$ cat src/rtl/lab4_truth_table_scanner.sv
// lab4_truth_table_scanner: walks a 4-input expression block through all 16 minterms,
// captures its truth table, counts the ON-minterms and compares against EXPECTED.
module lab4_truth_table_scanner #(
    parameter int          SETTLE   = 2,
    parameter logic [15:0] EXPECTED = 16'h8F23
) (
    input  logic        clk,
    input  logic        rst,
    input  logic        start,
    output logic        a,
    output logic        b,
    output logic        c,
    output logic        d,
    input  logic        x,
    output logic        busy,
    output logic        done,
    output logic [15:0] truth_table,
    output logic [4:0]  ones,
    output logic        match
);
    typedef enum logic [1:0] {S_IDLE, S_SETTLE, S_SAMPLE, S_DONE} state_t;
    localparam logic [3:0] LAST = 4'(SETTLE - 1);
    state_t      state;
    logic [3:0]  idx;
    logic [3:0]  cnt;
    logic [15:0] tbl_nxt;
    assign {a, b, c, d} = idx;
    // Table including the bit being sampled now, so match is ready together with done.
    always_comb begin
        tbl_nxt      = truth_table;
        tbl_nxt[idx] = x;
    end
    always_ff @(posedge clk or posedge rst)
        if (rst) begin
            state       <= S_IDLE;
            idx         <= '0;
            cnt         <= '0;
            busy        <= 1'b0;
            done        <= 1'b0;
            truth_table <= '0;
            ones        <= '0;
            match       <= 1'b0;
        end else begin
            done <= 1'b0;
            case (state)
                S_IDLE:
                    if (start) begin
                        truth_table <= '0;
                        ones        <= '0;
                        match       <= 1'b0;
                        idx         <= '0;
                        cnt         <= '0;
                        busy        <= 1'b1;
                        state       <= S_SETTLE;
                    end
                S_SETTLE:
                    if (cnt == LAST) begin
                        cnt   <= '0;
                        state <= S_SAMPLE;
                    end else
                        cnt <= cnt + 4'd1;
                S_SAMPLE: begin
                    truth_table <= tbl_nxt;
                    ones        <= ones + {4'd0, x};
                    if (idx == 4'd15) begin
                        busy  <= 1'b0;
                        done  <= 1'b1;
                        match <= (tbl_nxt == EXPECTED);
                        state <= S_DONE;
                    end else begin
                        idx   <= idx + 4'd1;
                        state <= S_SETTLE;
                    end
                end
                S_DONE: begin
                    idx   <= '0;
                    state <= S_IDLE;
                end
                default: begin
                    idx   <= '0;
                    cnt   <= '0;
                    busy  <= 1'b0;
                    state <= S_IDLE;
                end
            endcase
        end
endmodule

$ cat config.mk
export PLATFORM = sky130hd
export DESIGN_NAME = lab4_truth_table_scanner
export DESIGN_NICKNAME = d
export VERILOG_FILES = /design/src/rtl/lab4_truth_table_scanner.sv
export SDC_FILE = /design/constraint.sdc
export NUM_CORES = 1
export LEC_CHECK = 0
export ABC_CLOCK_PERIOD_IN_PS = 1970
export BUFFER_PORTS_ARGS = -buffer_cell sky130_fd_sc_hd__buf_4
export CORE_UTILIZATION = 50
export CTS_BUF_LIST = sky130_fd_sc_hd__clkbuf_4 sky130_fd_sc_hd__clkbuf_8 sky130_fd_sc_hd__clkbuf_16
export CTS_CLUSTER_SIZE = 10
export DETAILED_ROUTE_END_ITERATION = 8
export PLACE_DENSITY = 0.72
export SLEW_MARGIN = 5
export SYNTH_ARGS = -nofsm -noshare
export SYNTH_HDL_FRONTEND = slang
export SYNTH_SLANG_ARGS = --single-unit
$ cat constraint.sdc
create_clock -name clk -period 1.97 [get_ports clk]
set_input_delay 0.4925 -clock clk [delete_from_list [all_inputs] [get_ports clk]]
set_output_delay 0.4925 -clock clk [all_outputs]
set_load 0.01 [all_outputs]
==> results_dict.tcl <==
set metrics [dict create \
    synth_common_cells "nand2_1 (49), dfrtp_1 (34), o21ai_0 (29), a21oi_1 (18), nor2_1 (11)" \
    synth_cell_type_count 46 \
    die_x_um 65.9 \
    vias_per_cell 5.72 \
    synth_edf_count 0 \
    grt_max_degree 35 \
    cts-buffers-inserted 5 \
    numClockSinks 34 \
    netSwitchingFraction_pct 38.8 \
    drc_errors 0 \
    synthCells 239 \
    setup_viol 0 \
    leakage_nw 1.19 \
    synth.most_common_cell "nand2_1" \
    fin_crit_sh_pct 93.3 \
    post_cts_resized 0 \
    ios 32 \
    final_cell_area_um2 2420 \
    reg2reg_to "match$_DFFE_PP0P_" \
    placement.io_buffers 31 \
    wl_per_cell_um 15.0 \
    async_flop_share_pct 100 \
    cap_viol_max_count 0 \
    cts_hold_buf 0 \
    post_cts_buffers 0 \
    drtPass1Iterations 4 \
    crit_fanout 9 \
    pwr-share-seq_pct 40.1 \
    fmax_ghz 0.544 \
    dpl.hpwl_um 3370 \
    hold_viol 0 \
    cts-root-buf "clkbuf_8" \
    ys_warn_count 0 \
    hold_path.class "in2async" \
    core.rowCount 22 \
    finalPower_mw 2.36 \
    ys.flop_type "dfrtp_1" \
    p_per_area_nw_per_um2 974 \
    initial_core_util_pct 53.8 \
    clock_power_share_pct 21.5 \
    gp_congestion 0.827 \
    ff2ff_path_depth 6 \
    hold_slack_ns 0.298 \
    tightest_slew_ns 0.544 \
    grt_remaining_overflow 0 \
    grt_pass1_wl_um 8270 \
    status "finished, final reports clean" \
    fillers 330 \
    die_h_um 65.9 \
    cts_tree "built" \
    clk_pin_slew_ns 0.07 \
    syn_to_final_growth_pct 18.6 \
    track_usage_pct 25.5 \
    synth_nets 253 \
    final_layout_size_suffix_gt1_share_pct 22.0 \
    drt-total-wl_um 4820 \
    r2r_start "idx[0]$_DFFE_PP0P_" \
    syn_avg_cell_area_um2 8.55 \
    drt_iter0_drc 176 \
    worst-endpoint-required_ns 2.17 \
    core-area_um2 3800 \
    diodes 0 \
    post_dp_cell_area_um2 2340 \
    arrival_ns 2.04 \
    startpoint_type "flip-flop" \
    grt_pass1_vias 1715 \
    antenna_found_initial 0 \
    ir_drop_uv 655 \
    layout.cells.non_filler 321 \
    fin_crit_ns 1.84 \
    ys_seq_elements 34 \
    h-tree-depth 2 \
    worstSkewPairLatency_ns 0.29 \
    drv_slew 0 \
    synth_seq_area_share_pct 41.6 \
    combinationalPowerShare_pct 38.4 \
    dp.cells 315 \
    syn_area_um2 2040 \
    rsz0062_at_grt "false" \
    p_sw_uw 915 \
    clock_path_buffers 2 \
    setup_tns_ns 0 \
    num_vias 1837 \
    detail-route-antenna-nets 0 \
    endpoint_kind "flip-flop" \
    max_slew_margin_pct 63.7 \
    yosys-top-cells-area "dfrtp_1 (42%), nand2_1 (9.0%), o21ai_0 (7.1%), ha_1 (6.1%), a21oi_1 (4.4%)" \
    synth_area_leader_cell "dfrtp_1" \
    dieArea_um2 4350 \
    crit_type "reg2reg" \
    fin_skew_ns 0.00353 \
    synth_top_area_share_pct 41.6 \
    nNetsFinal 288 \
    r2r_setup_slack_ns 0.13 \
    intPower_mw 1.45 \
]
[through the flow]
| step | util (%) | setup slack [ns] |
|---|---|---|
| global placement | 61.5 | 0.216 |
| CTS | 63.7 | 0.144 |
| finish | 63.8 | 0.132 |
| floorplan | - | 0.283 |
| detailed placement | 61.5 | 0.156 |
| global route | 63.8 | 0.0198 |
[state kept, by name, indices dropped and copies added (netlist names)]
signal	flops
done	1
cnt	4
ones	5
state	2
idx	4
truth_table	16
busy	1
match	1
[layer usage]
| metal | GRT usage [%] | up-vias | wire (um) |
|---|---|---|---|
| met3 | 5.34 | 5 | 343 |
| met4 | 8.97 | 0 | 59 |
| met2 | 39.3 | 67 | 2280 |
| li1 | - | 900 | - |
| met1 | 35.0 | 865 | 2130 |
| met5 | 0 | - | 0 |
[worst max-delay path, cell delays in order, from the launching register on]
cell     delay, ns
dfrtp_1       0.50
inv_1         0.11
ha_1          0.30
buf_4         0.20
nor4b_1       0.29
o22ai_1       0.13
o31ai_2       0.22
[cells by family after synthesis]
logic type,after synthesis,share of synthesized area (%)
xor+xnor,2,0.857
mux,3,1.53
flops,34,41.6
buf+inv,21,5.33
simple gates,92,22.0
compound gates,77,22.5
fa+ha+maj,10,6.12
[area by class of cell]
type | count | area (um2) | share of cell area [%]
repair buffers | 42 | 315 | 13.0
inverters | 7 | 26.3 | 1.08
clock buffers | 6 | 82.6 | 3.41
well taps | 48 | 60.1 | 2.48
flip-flops and latches | 34 | 851 | 35.1
multi-input cells | 184 | 1090 | 44.9
[power groups by stage]
stage               Clock [mW]  Sequential, mW  Combinational, mW
floorplan                    0           0.939              0.601
global placement             0           0.954              0.872
detailed placement           0           0.959              0.883
CTS                      0.527           0.945              0.895
global route             0.545           0.968               1.01
finish                   0.507           0.947              0.906
[worst max-delay path by stage]
| stage | from | to | slack (ns) | cells past startpoint |
|---|---|---|---|---|
| finish | idx[0]$_DFFE_PP0P_ | match$_DFFE_PP0P_ | 0.13 | 6 |
| global route | idx[0]$_DFFE_PP0P_ | match$_DFFE_PP0P_ | 0.02 | 7 |
| CTS | idx[0]$_DFFE_PP0P_ | match$_DFFE_PP0P_ | 0.14 | 7 |
| detailed placement | idx[0]$_DFFE_PP0P_ | match$_DFFE_PP0P_ | 0.16 | 6 |
| global placement | idx[0]$_DFFE_PP0P_ | match$_DFFE_PP0P_ | 0.22 | 6 |
| floorplan | idx[1]$_DFFE_PP0P_ | match$_DFFE_PP0P_ | 0.28 | 8 |
[cells in the final DEF (no fill, tap or decap), types with 3 or more instances in the layout]
cell and n:
inv_1 6, buf_4 42, nand2b_1 3, ha_1 8, a31oi_1 4, nand2_1 49
a22o_1 4, clkbuf_8 6, dfrtp_1 34, nand3_1 5, nor2_1 11, nor3_1 4
o21ai_0 29, nand3b_1 3, and3_1 3, o21ai_1 8, a21oi_1 18
No activity file was read; power rests on OpenSTA's default activity.
